<file path="config.mk">
export PLATFORM = sky130hd
export DESIGN_NAME = mem_store_unit
export DESIGN_NICKNAME = d
export VERILOG_FILES = /design/src/rtl/mem_pkg.sv /design/src/rtl/store_merge.sv /design/src/rtl/mem_store_unit.sv
export SDC_FILE = /design/constraint.sdc
export NUM_CORES = 1
export LEC_CHECK = 0
export CORE_MARGIN = 2
export CORE_UTILIZATION = 38
export DETAILED_ROUTE_END_ITERATION = 7
export HOLD_SLACK_MARGIN = 0.06
export PLACE_DENSITY = 0.77
export SETUP_SLACK_MARGIN = 0.3
export SLEW_MARGIN = 20
export SYNTH_ARGS = -nofsm -noshare
export SYNTH_HDL_FRONTEND = slang
export SYNTH_SLANG_ARGS = --single-unit
</file>
<file path="constraint.sdc">
create_clock -name clk -period 2.1 [get_ports clk]
set_input_delay 0.42 -clock clk [delete_from_list [all_inputs] [get_ports clk]]
set_output_delay 0.42 -clock clk [all_outputs]
set_load 0.01 [all_outputs]
</file>
<file path="src/rtl/mem_pkg.sv">
// mem_pkg: types shared by the store unit and the load-side sign-extend path.
//   size_e  : access-size encoding carried on the 2-bit size port
//   state_e : store-unit FSM states
//   is_misaligned() : alignment check for a size/byte-offset pair
package mem_pkg;

   typedef enum logic [1:0] {
      SizeByte = 2'b00,
      SizeHalf = 2'b01,
      SizeWord = 2'b10,
      SizeRsvd = 2'b11
   } size_e;

   typedef enum logic [2:0] {
      StIdle,
      StRead,
      StMerge,
      StWrite,
      StErr
   } state_e;

   // The reserved size is always reported as misaligned, so it never reaches memory.
   function automatic logic is_misaligned(input size_e sz, input logic [1:0] offset);
      logic bad;
      case (sz)
         SizeByte: bad = 1'b0;
         SizeHalf: bad = offset[0];
         SizeWord: bad = (offset != 2'b00);
         default:  bad = 1'b1;
      endcase
      return bad;
   endfunction

endpackage

</file>
<file path="src/rtl/store_merge.sv">
// store_merge: combinational lane replacement for narrow stores (little-endian).
//   old_word : word read back from memory
//   data     : register value; low byte or low half is inserted
//   size     : access size
//   offset   : byte offset within the word (addr[1:0])
//   merged   : old_word with the addressed lane(s) replaced
module store_merge
   import mem_pkg::*;
(
   input  logic [31:0] old_word,
   input  logic [31:0] data,
   input  size_e       size,
   input  logic [1:0]  offset,
   output logic [31:0] merged
);

   always_comb begin
      merged = old_word;
      case (size)
         SizeByte: merged[{offset, 3'b000} +: 8]     = data[7:0];
         SizeHalf: merged[{offset[1], 4'b0000} +: 16] = data[15:0];
         default:  merged = data;
      endcase
   end

endmodule

</file>
<file path="src/rtl/mem_store_unit.sv">
// mem_store_unit: store unit performing read-modify-write for byte/half stores and
// direct writes for word stores, flagging misaligned requests.
//   clk, reset            : clock, synchronous active-high reset
//   req_valid/req_ready   : request handshake (ready only when idle)
//   addr, wdata, size     : store request, registered on acceptance
//   mem_addr              : word-aligned memory address
//   mem_rd/mem_wr         : memory strobes; mem_rdata valid the cycle after mem_rd
//   mem_wdata             : full word written
//   done/misaligned       : single-cycle completion and error pulses
// Only DATA_W = 32 is supported.
module mem_store_unit
   import mem_pkg::*;
#(
   parameter int unsigned ADDR_W = 32,
   parameter int unsigned DATA_W = 32
) (
   input  logic              clk,
   input  logic              reset,
   input  logic              req_valid,
   output logic              req_ready,
   input  logic [ADDR_W-1:0] addr,
   input  logic [DATA_W-1:0] wdata,
   input  logic [1:0]        size,
   output logic [ADDR_W-1:0] mem_addr,
   output logic              mem_rd,
   output logic              mem_wr,
   output logic [DATA_W-1:0] mem_wdata,
   input  logic [DATA_W-1:0] mem_rdata,
   output logic              done,
   output logic              misaligned
);

   state_e            state_q, state_d;
   logic [ADDR_W-1:0] addr_q, addr_d;
   // Holds wdata from acceptance until MERGE, then the merged word for WRITE.
   logic [DATA_W-1:0] word_q, word_d;
   size_e             size_q, size_d;
   logic [DATA_W-1:0] merged;

   store_merge u_store_merge (
      .old_word (mem_rdata),
      .data     (word_q),
      .size     (size_q),
      .offset   (addr_q[1:0]),
      .merged   (merged)
   );

   always_comb begin
      state_d    = state_q;
      addr_d     = addr_q;
      word_d     = word_q;
      size_d     = size_q;
      req_ready  = 1'b0;
      mem_rd     = 1'b0;
      mem_wr     = 1'b0;
      done       = 1'b0;
      misaligned = 1'b0;
      case (state_q)
         StIdle: begin
            req_ready = 1'b1;
            if (req_valid) begin
               addr_d = addr;
               word_d = wdata;
               size_d = size_e'(size);
               if (is_misaligned(size_e'(size), addr[1:0])) begin
                  state_d = StErr;
               end else if (size_e'(size) == SizeWord) begin
                  state_d = StWrite;
               end else begin
                  state_d = StRead;
               end
            end
         end
         StRead: begin
            mem_rd  = 1'b1;
            state_d = StMerge;
         end
         StMerge: begin
            word_d  = merged;
            state_d = StWrite;
         end
         StWrite: begin
            mem_wr  = 1'b1;
            done    = 1'b1;
            state_d = StIdle;
         end
         StErr: begin
            done       = 1'b1;
            misaligned = 1'b1;
            state_d    = StIdle;
         end
         default: state_d = StIdle;
      endcase
   end

   assign mem_addr  = {addr_q[ADDR_W-1:2], 2'b00};
   assign mem_wdata = word_q;

   always_ff @(posedge clk) begin
      if (reset) begin
         state_q <= StIdle;
         addr_q  <= '0;
         word_q  <= '0;
         size_q  <= SizeByte;
      end else begin
         state_q <= state_d;
         addr_q  <= addr_d;
         word_q  <= word_d;
         size_q  <= size_d;
      end
   end

endmodule

</file>
* Word level (Yosys, flattened, before mapping)
Cells that the tools add are included.
Word-level totals: register bits 69, bits of input ports 101, output and inout port bits 69
Cells by class: add/sub/neg operators 2, eq/ne operators 9, shift-type cells 4, muxes and demuxes 17, reduce and logical (&&, ||, !) cells 8
Operators by type and width (number):
- $pmux W32 S2 | 2
- $bwmux W32 | 2
- $mux W32 | 1
- $shift A16 B7 Y32 const A | 1
- $shift A8 B7 Y32 const A | 1
- $shiftx A16 B7 Y32 | 1
- $shiftx A8 B7 Y32 | 1
- $neg A5 Y7 | 2
- $pmux W3 S3 | 1
- $mux W1 | 7
- $eq A3 B2 Y1 const B | 2
- $mux W3 | 2
- $eq A2 B1 Y1 const B | 2
- $logic_not A2 Y1 | 2
- $reduce_bool A2 Y1 | 2
- $eq A3 B1 Y1 const B | 1
- $eq A3 B3 Y1 const B | 1
- $logic_not A3 Y1 | 1
- $ne A3 B1 Y1 const B | 1
- $pmux W1 S3 | 1
- $reduce_and A3 Y1 | 1
- $eq A2 B2 Y1 const B | 1
- $mux W2 | 1
- $ne A2 B2 Y1 const B | 1
- other kinds (2) | 2

* Longest topological paths before layout
Gate-level depths: netlist of run 1.
depth in word-level cells 7, mapped depth 9

* Cells and area by module
Synthesis of run 1 repeated with hierarchy kept, for this count alone.
Unflattened totals: cells, all modules 450, area, all modules 4021.4 sq um
Modules (own cells, without submodules):
- mem_store_unit | instances 1, cells each 312, area an instance 2960.3 sq um, seq. area each 1381.3 sq um
- store_merge | instances 1, cells each 138, area an instance 1061.0 sq um, seq. area each 0.0 sq um

* Least setup slack after synthesis of run 1
No wires, ideal clock.
path type register -> register, from register addr_q[1], to register word_q[24], in the netlist mem_wdata[24], setup time 0.074 ns, arrival time 2.036 ns, data required time 2.026 ns, path slack -0.010 ns, cell stages (with the launch flop) 10, buffers on the path 3, clock period less this slack 2.110 ns, path through dfxtp_1 > buf_4 > buf_4 > inv_1 > ha_1 > nor4bb_1 > clkbuf_2 > a221oi_1 > a211o_1 > a31oi_1
Between the ends: word-level cells in the longest chain between the ends 5
Ends and longest elaborated chain:
- start: declaration | line mem_store_unit.sv:34 | logic [ADDR_W-1:0] addr_q, addr_d;
- start signal: assignment | line mem_store_unit.sv:107 | addr_q <= addr_d;
- $neg A5 Y7, on equally long branches | line store_merge.sv:21, store_merge.sv:20
- $shiftx A16 B7 Y32 (tied with other cells) | line store_merge.sv:21 | SizeHalf: merged[{offset[1], 4'b0000} +: 16] = data[15:0];
- $bwmux W32, on equally long branches | line store_merge.sv:21, store_merge.sv:20
- $pmux W32 S2 * | line store_merge.sv:19 | case (size)
- $pmux W32 S2 * | line mem_store_unit.sv:58 | case (state_q)
- end signal: assignment | line mem_store_unit.sv:108 | word_q <= word_d;
- end: declaration | line mem_store_unit.sv:36 | logic [DATA_W-1:0] word_q, word_d;
Every way passes the cells marked *; elsewhere a longest branch is shown, timed or not. A chain may end at the register's enable or synchronous reset.

* Final worst setup path of run 1
from register state_q[0], to output port done
Between the ends: word-level cells in the longest chain between the ends 3
Ends and longest elaborated chain:
- start: declaration | line mem_store_unit.sv:33 | state_e state_q, state_d;
- start signal: assignment | line mem_store_unit.sv:101 | state_q <= StIdle;
- start signal: assignment | line mem_store_unit.sv:106 | state_q <= state_d;
- $eq A3 B3 Y1 or $eq A3 B2 Y1 (tied branches) | line mem_store_unit.sv:58
- $reduce_or A2 Y1 (no source line) *
- $mux W1 * | line mem_store_unit.sv:58
- end: declaration | line mem_store_unit.sv:29 | output logic done,
Marked as above.

==> results of run 1 <==
==> placed cells by master (no fill, tap or decap), drive strengths merged <==
cell,count
a211o,15
nor3b,3
nand3,9
a21o,1
nor2,4
conb,2
or2b,4
dfxtp,69
dlymetal6s2s,1
a221oi,16
bufinv,1
and2,1
clkinv,2
clkinvlp,2
clkdlybuf4s15,1
buf,22
o211ai,8
o41a,1
nand2b,7
clkdlybuf4s50,162
nor2b,1
clkbuf,12
a221o,9
o21ai,26
ha,5
o31ai,1
nor4bb,2
o221ai,8
dlygate4sd2,2
nor3,2
or2,3
nand2,102
a2111oi,1
inv,6
a21oi,38
o21a,1
and3b,1
and4b,1
a31oi,32
mux2i,16
==> worst min-delay path: stages, from the launching register on <==
cell	delay, ns
dfxtp_1	0.31
nand2_1	0.05
a21oi_1	0.05
==> power groups by stage <==
stage | Clock [µW] | Sequential, µW | Combinational (µW)
final | 1150 | 1620 | 1280
after global routing | 1210 | 1640 | 1380
after CTS | 1170 | 1610 | 1260
after detailed placement | 0 | 1640 | 1230
after global placement | 0 | 1640 | 1200
after floorplan | 0 | 1630 | 654
==> cells in the mapped netlist (3+ instances only) <==
| cell | count | area share (%) |
|---|---|---|
| mux2i_1 | 16 | 4.2 |
| buf_6 | 3 | 0.89 |
| clkbuf_1 | 14 | 1.4 |
| a221o_1 | 9 | 2.4 |
| nand2b_1 | 7 | 1.2 |
| buf_2 | 13 | 1.7 |
| a21oi_1 | 37 | 4.9 |
| buf_4 | 39 | 7.7 |
| nor2_1 | 3 | 0.30 |
| ha_1 | 5 | 1.7 |
| or2b_1 | 4 | 0.79 |
| a211o_1 | 15 | 3.5 |
| o221ai_1 | 8 | 1.9 |
| nand3_1 | 9 | 1.2 |
| nand2_1 | 102 | 10 |
| a221oi_1 | 15 | 3.5 |
| a31oi_1 | 32 | 5.3 |
| o211ai_1 | 8 | 1.6 |
| dfxtp_1 | 69 | 37 |
| inv_1 | 6 | 0.60 |
| o21ai_0 | 26 | 3.4 |
==> sequential cells by signal (all words and copies together), names as in the netlist <==
name	flops
addr_q	32
mem_wdata	32
size_q	2
state_q	3
==> metal layers <==
layer,part of all wire [%],vias to the layer above
met4,1.2,0
met1,43,1855
met2,48,204
met3,8.2,14
met5,0,-
li1,-,1913
==> through the flow <==
step / setup WS (ns) / util (%) / area [µm²] / instances
6_report: 0.244 / 58.6 / 5700 / 733
5_1_grt: 0.180 / 58.6 / 5700 / 733
4_1_cts: 0.154 / 57.8 / 5620 / 730
3_5_place_dp: 0.0369 / 54.8 / 5340 / 712
3_3_place_gp: 0.100 / 54.8 / 5340 / 712
2_1_floorplan: 0.242 / - / 3820 / 465
==> how the worst max path moves through the flow <==
stage                         end  slack (ns)  depth (start not counted)
floorplan           mem_wdata[24]        0.24                          9
global placement     mem_wdata[6]        0.10                          6
detailed placement   mem_wdata[3]        0.04                          6
CTS                          done        0.15                          4
global route                 done        0.18                          4
finish                       done        0.24                          4
==> cell type report <==
| cell class | count | area, µm² | area share [%] |
|---|---|---|---|
| Tap cell | 133 | 166 | 2.92 |
| Multi-Input combinational cell | 320 | 2030 | 35.5 |
| Clock buffer | 11 | 151 | 2.65 |
| Clock inverter | 5 | 58.8 | 1.03 |
| Sequential cell | 69 | 1420 | 24.8 |
| Timing Repair Buffer | 189 | 1860 | 32.5 |
| Inverter | 6 | 30.0 | 0.526 |
==> timing repair <==
item,in CTS,in global routing
setup endpoints to repair,39,30
gates resized for setup,28,17
pin swaps,1,7
setup buffers,2,3
==> kinds of logic (layout without fill, tap and decap cells) <==
| family | count (synthesis) | count (layout) |
|---|---|---|
| buf+inv | 76 | 211 |
| mux | 16 | 16 |
| fa+ha+maj | 5 | 5 |
| flops | 69 | 69 |
| simple gates | 140 | 140 |
| compound gates | 157 | 157 |
| other cells | 1 | 2 |
==> metrics.md, run 1 <==
| Metric | Value |
|---|---|
| Initial antenna violation count | `0` |
| Slew Viols, Final | `0` |
| Synth Area in Compound Gates | `between 20% and 30%` |
| CTS hold repair buffers | `0` |
| Detailed placer's ending HPWL | `roughly 8500 µm` |
| Worst Hold Depth | `2` |
| Final period util | `between 80% and 90%` |
| Grt met3 use | `under 10%` |
| Site Rows | `36` |
| Clk pin slew, worst setup/hold paths | `about 0.070 ns` |
| Main combinational cell family by area after synthesis | `compound AO/OA/AOI/OAI gates` |
| Number of global-route vias before repair | `about 3700` |
| # DRC | `0` |
| Largest net degree at the start of global routing | `42` |
| Die area | `approximately 11000 µm²` |
| Hold Path Sink | `addr_q[18]` |
| Status | `finished clean` |
| I/O pin total | `170` |
| Layout fillers | `around 850` |
| Xor/xnor share of the synthesized area | `0%` |
| Routed WL per cell | `around 16 µm` |
| Met1 GRT Util | `roughly 27%` |
| Reg-to-reg critical path endpoint | `mem_wdata[26]` |
| Overall Global Routing Usage | `21.4%` |
| Critical R2R Launch | `addr_q[1]` |
| Global Route met2 Usage | `35.8%` |
| Placer Congestion | `between 0.8 and 0.9` |
| Sw frac | `31.5%` |
| WP data arrival | `1.44 ns` |
| Area Overhead vs Synth | `50.8%` |
| Drt first pass iters | `5` |
| Peak VDD IR | `about 0.38 mV` |
| Top delay family on crit path | `simple AND/OR/NAND/NOR gates` |
| Worst reg2reg path depth | `7` |
| Clock Skew | `0.00666 ns` |
| Mux cell area share after synthesis | `under 10%` |
| Critical-path cell list | `nor2_1 -> and2_1 -> or2_2 -> clkdlybuf4s15_1` |
| Critical path endpoint category | `primary output` |
| EDFF count, synth | `0` |
| Fmax | `between 500 and 600 MHz` |
| CTS Buf Count | `9` |
| Clk_lat worst skew | `between 0.3 and 0.4 ns` |
| Clock Path Buffers | `2` |
| Required @ worst endpoint | `between 1.5 and 2 ns` |
| Layout cells sized above 1 | `between 10% and 20%` |
| Sequential Power Share | `between 40% and 50%` |
| Sinks on Clock Net | `69` |
| Worst Path Buf+Inv | `1` |
| Min Tclk post-route | `between 1.5 and 2 ns` |
| NetSw | `around 1300 µW` |
| Power Total | `between 4000 and 5000 µW` |
| P per Cell Area | `a little over 700 nW/µm²` |
| Async SR Flop Fraction | `0%` |
| Final Hold Fails | `0` |
| CTS tree | `yes` |
| Grt ovf | `0` |
| Die H | `104 µm` |
| Cell Int Power | `around 2800 µW` |
| Detailed-route via count | `approximately 4000` |
| Setup_tns | `0 ns` |
| Number of diodes | `0` |
| Clock root buffer | `clkbuf_8` |
| Critical Path Source | `state_q[0]` |
| Gate Count Post-Synth | `about 460` |
| LEAKAGE | `around 0.0021 µW` |
| DRT antenna net count | `0` |
| First-pass GRT wire length | `about 19000 µm` |
| Seq cells post-synth | `69` |
| Hold Crit Class | `flop to flop` |
| R2r setup slk | `0.34 ns` |
| Vias per cell | `approximately 5.4` |
| CP max-delay cell | `dfxtp_4` |
| Synth Area in Adders | `~1.7%` |
| Maxcap violations | `0` |
| Combinational power share | `between 30% and 40%` |
| Mapped cell area | `approximately 3800 µm²` |
| Final setup fails | `0` |
| Clock power frac | `approximately 28%` |
| CP max FO | `6` |
| # port buffers | `between 150 and 200` |
| Avg Cell Area, Syn | `slightly above 8 µm²` |
| Total of warnings raised by yosys | `0` |
| Initial Utilization | `roughly two fifths` |
| Busiest grt layer | `met2` |
| Starting DRC count in detailed routing | `319` |
| DRT Wirelength | `11800 µm` |
| Sequential area share after synthesis | `roughly 37%` |
| # H-tree levels | `3` |
| Kind of critical path | `flop to primary output` |
| Die Wd | `~100 µm` |
| Post-synthesis cell type count | `42` |
| Min-Delay Startpoint | `addr_q[18]` |
| Largest stage delay on the critical path | `0.37 ns` |
| Post-synth top flop | `dfxtp_1` |
| Crit start category | `flop` |
| Core Area | `between 9000 and 10000 µm²` |
| Final nets | `around 700` |
| RSZ-0062 raised after global routing | `yes` |
| Post-Synth Simple-Gate Area | `approximately 17%` |
| Hold Slack | `0.454 ns` |
No activity file was read; power rests on OpenSTA's default activity.
==> run 2, diff against run 1 <==
--- a/config.mk
+++ b/config.mk
@@ -6,10 +6,11 @@
 export NUM_CORES = 1
 export LEC_CHECK = 0
 export CORE_MARGIN = 2
-export CORE_UTILIZATION = 38
+export CORE_UTILIZATION = 39
+export CTS_BUF_LIST = sky130_fd_sc_hd__clkbuf_2 sky130_fd_sc_hd__clkbuf_4 sky130_fd_sc_hd__clkbuf_8
 export DETAILED_ROUTE_END_ITERATION = 7
 export HOLD_SLACK_MARGIN = 0.06
-export PLACE_DENSITY = 0.77
+export PLACE_DENSITY = 0.79
 export SETUP_SLACK_MARGIN = 0.3
 export SLEW_MARGIN = 20
 export SYNTH_ARGS = -nofsm -noshare
==> run 2 against run 1 <==
  * Cell area is essentially flat
  * Utilization grew 2.5 points
  * Via count shrank 0.58%
  * Worst hold slack gained 0.0019 ns
  * Global-route usage grew 0.60 points
  * Critical path depth grew 3
  * Clock power shrank 5%
  * Sequential share of layout area shrank 0.072 points
  * Largest power group unchanged
==> metrics.md, run 2 (synthesized netlist as in run 1, its figures left out) <==
| Metric | Value |
|---|---|
| Slew margin rel. | `49.6%` |
| R2r setup slk | `0.32 ns (-0.02 ns)` |
| Final nets | `704 (+0.43%)` |
| WP data arrival | `2.06 ns (+0.62 ns)` |
| Fmax | `561 MHz (+4.2%)` |
| Site Rows | `35 (-2.8%)` |
| Most frequent cells in the layout | `clkdlybuf4s50_1, nand2_1, dfxtp_1` |
| Critical Path Source | `addr_q[1]` |
| Min Tclk post-route | `1.78 ns (-0.0744 ns)` |
| Die H | `102 µm (-1.2%)` |
| Clk pin slew, worst setup/hold paths | `0.09 ns (+0.02 ns)` |
| Sinks on Clock Net | `69 (unchanged)` |
| Inst Count DP | `707 (-0.70%)` |
| P per Cell Area | `703 nW/µm² (-0.87%)` |
| Die area | `10500 µm² (-2.5%)` |
| # H-tree levels | `3 (unchanged)` |
| Clock Skew | `0.0144 ns (+0.00771 ns)` |
| Drt first pass iters | `4 (-1)` |
| Clock Path Buffers | `2 (unchanged)` |
| DRT Wirelength | `11800 µm (+0.19%)` |
| Busiest grt layer | `met2` |
| Clk_lat worst skew | `0.35 ns (about the same)` |
| Initial antenna violation count | `0 (unchanged)` |
| Layout cells sized above 1 | `12.1% (+0.27 points)` |
| Kind of critical path | `flop to flop` |
| Power Total | `4010 µW (-0.93%)` |
| Final Hold Fails | `0 (unchanged)` |
| Final period util | `84.8% (-3.5 points)` |
| CTS Buf Count | `9 (unchanged)` |
| Starting DRC count in detailed routing | `181 (-43%)` |
| RSZ-0062 raised after global routing | `yes` |
| Hold Crit Class | `flop to flop` |
| Critical path endpoint category | `flop` |
| Peak VDD IR | `0.363 mV (-5.2%)` |
| Slew Viols, Final | `0 (unchanged)` |
| Grt ovf | `0 (unchanged)` |
| Largest net degree at the start of global routing | `48 (+14%)` |
| Required @ worst endpoint | `2.37 ns (+0.69 ns)` |
| Cell Count, Final, Fillers Out | `732 (-0.14%)` |
| Detailed-route via count | `3963 (-0.58%)` |
| Core Area | `9330 µm² (-4.1%)` |
| Area Overhead vs Synth | `50.7% (about the same)` |
| CTS hold repair buffers | `0 (unchanged)` |
| Die Wd | `102 µm (-1.2%)` |
| Fin util | `61.1% (+2.5 points)` |
| Commonest non-fill, non-tap cell in the layout | `clkdlybuf4s50_1` |
| Overall Global Routing Usage | `22.0% (+0.60 points)` |
| Met1 GRT Util | `26.1% (-1.3 points)` |
| Placer Congestion | `0.870 (-3.2%)` |
| # DRC | `0 (unchanged)` |
| Setup_tns | `0 ns (unchanged)` |
| CTS tree | `yes` |
| Global Route met2 Usage | `37.7% (+1.9 points)` |
| # port buffers | `167 (unchanged)` |
| Number of diodes | `0 (unchanged)` |
| First-pass GRT wire length | `17800 µm (-5.3%)` |
| Status | `finished clean` |
| Vias per cell | `5.41 (-0.44%)` |
| CP max FO | `8 (+2)` |
| Clock root buffer | `clkbuf_8` |
| Maxcap violations | `0 (unchanged)` |
| Grt met3 use | `5.81% (+0.024 points)` |
| LEAKAGE | `0.00211 µW (+0.91%)` |
| I/O pin total | `170 (unchanged)` |
| Initial Utilization | `40.5% (+1.7 points)` |
| Critical R2R Launch | `addr_q[1]` |
| Min-Delay Startpoint | `addr_q[4]` |
| Crit start category | `flop` |
| Number of global-route vias before repair | `3644 (-2.2%)` |
| Routed WL per cell | `16.2 µm (+0.32%)` |
| Final setup fails | `0 (unchanged)` |
| Worst Tran Pin Value | `approximately 0.76 ns` |
| DRT antenna net count | `0 (unchanged)` |
| Detailed placer's ending HPWL | `8480 µm (+0.24%)` |
## run 2: cell type report
class | instances | area (µm²)
Tap cell | 129 | 161
Sequential cell | 69 | 1410
Fill cell | 822 | 3630
Clock inverter | 7 | 73.8
Timing Repair Buffer | 192 | 1910
Multi-Input combinational cell | 320 | 1990
Clock buffer | 9 | 124
Inverter | 6 | 30.0
## run 2: path summary, 6_finish.rpt
check,endpoint,cells after the start
max,mem_wdata[20],7
min,addr_q[4],2
max reg2reg,mem_wdata[20],7
min reg2reg,addr_q[4],2
## run 2: repair_timing
item                                    in CTS  in global routing
endpoints found under the setup margin      36                 28
setup buffers                                3                  6
resized for setup                           23                 16
pin swaps                                    0                 16
## run 2: report_power, final
part	internal (µW)	switching, µW
Clock	552	535
Combinational	705	593
Sequential	1470	155
## run 2: through the flow
step                      area (µm²)  hold WS (ns)  worst slack (ns)
after floorplan                 3820         0.437             0.242
after global placement          5370         0.442             0.134
after detailed placement        5370         0.448            0.0532
after CTS                       5610         0.459             0.140
after global routing            5700         0.480             0.211
final                           5700         0.456             0.318
## run 2: critical path, stage by stage, from the launching register on
cell	delay, ns
dfxtp_4	0.40
buf_4	0.13
ha_1	0.15
nor4bb_2	0.28
buf_4	0.21
a221oi_1	0.09
a211o_1	0.27
a31oi_1	0.17
## run 2: routing by layer
metal / wire [µm] / share of wire (%)
met3: 1130 / 9.5
met2: 5670 / 48
met5: 0 / 0
met1: 4800 / 41
met4: 246 / 2.1
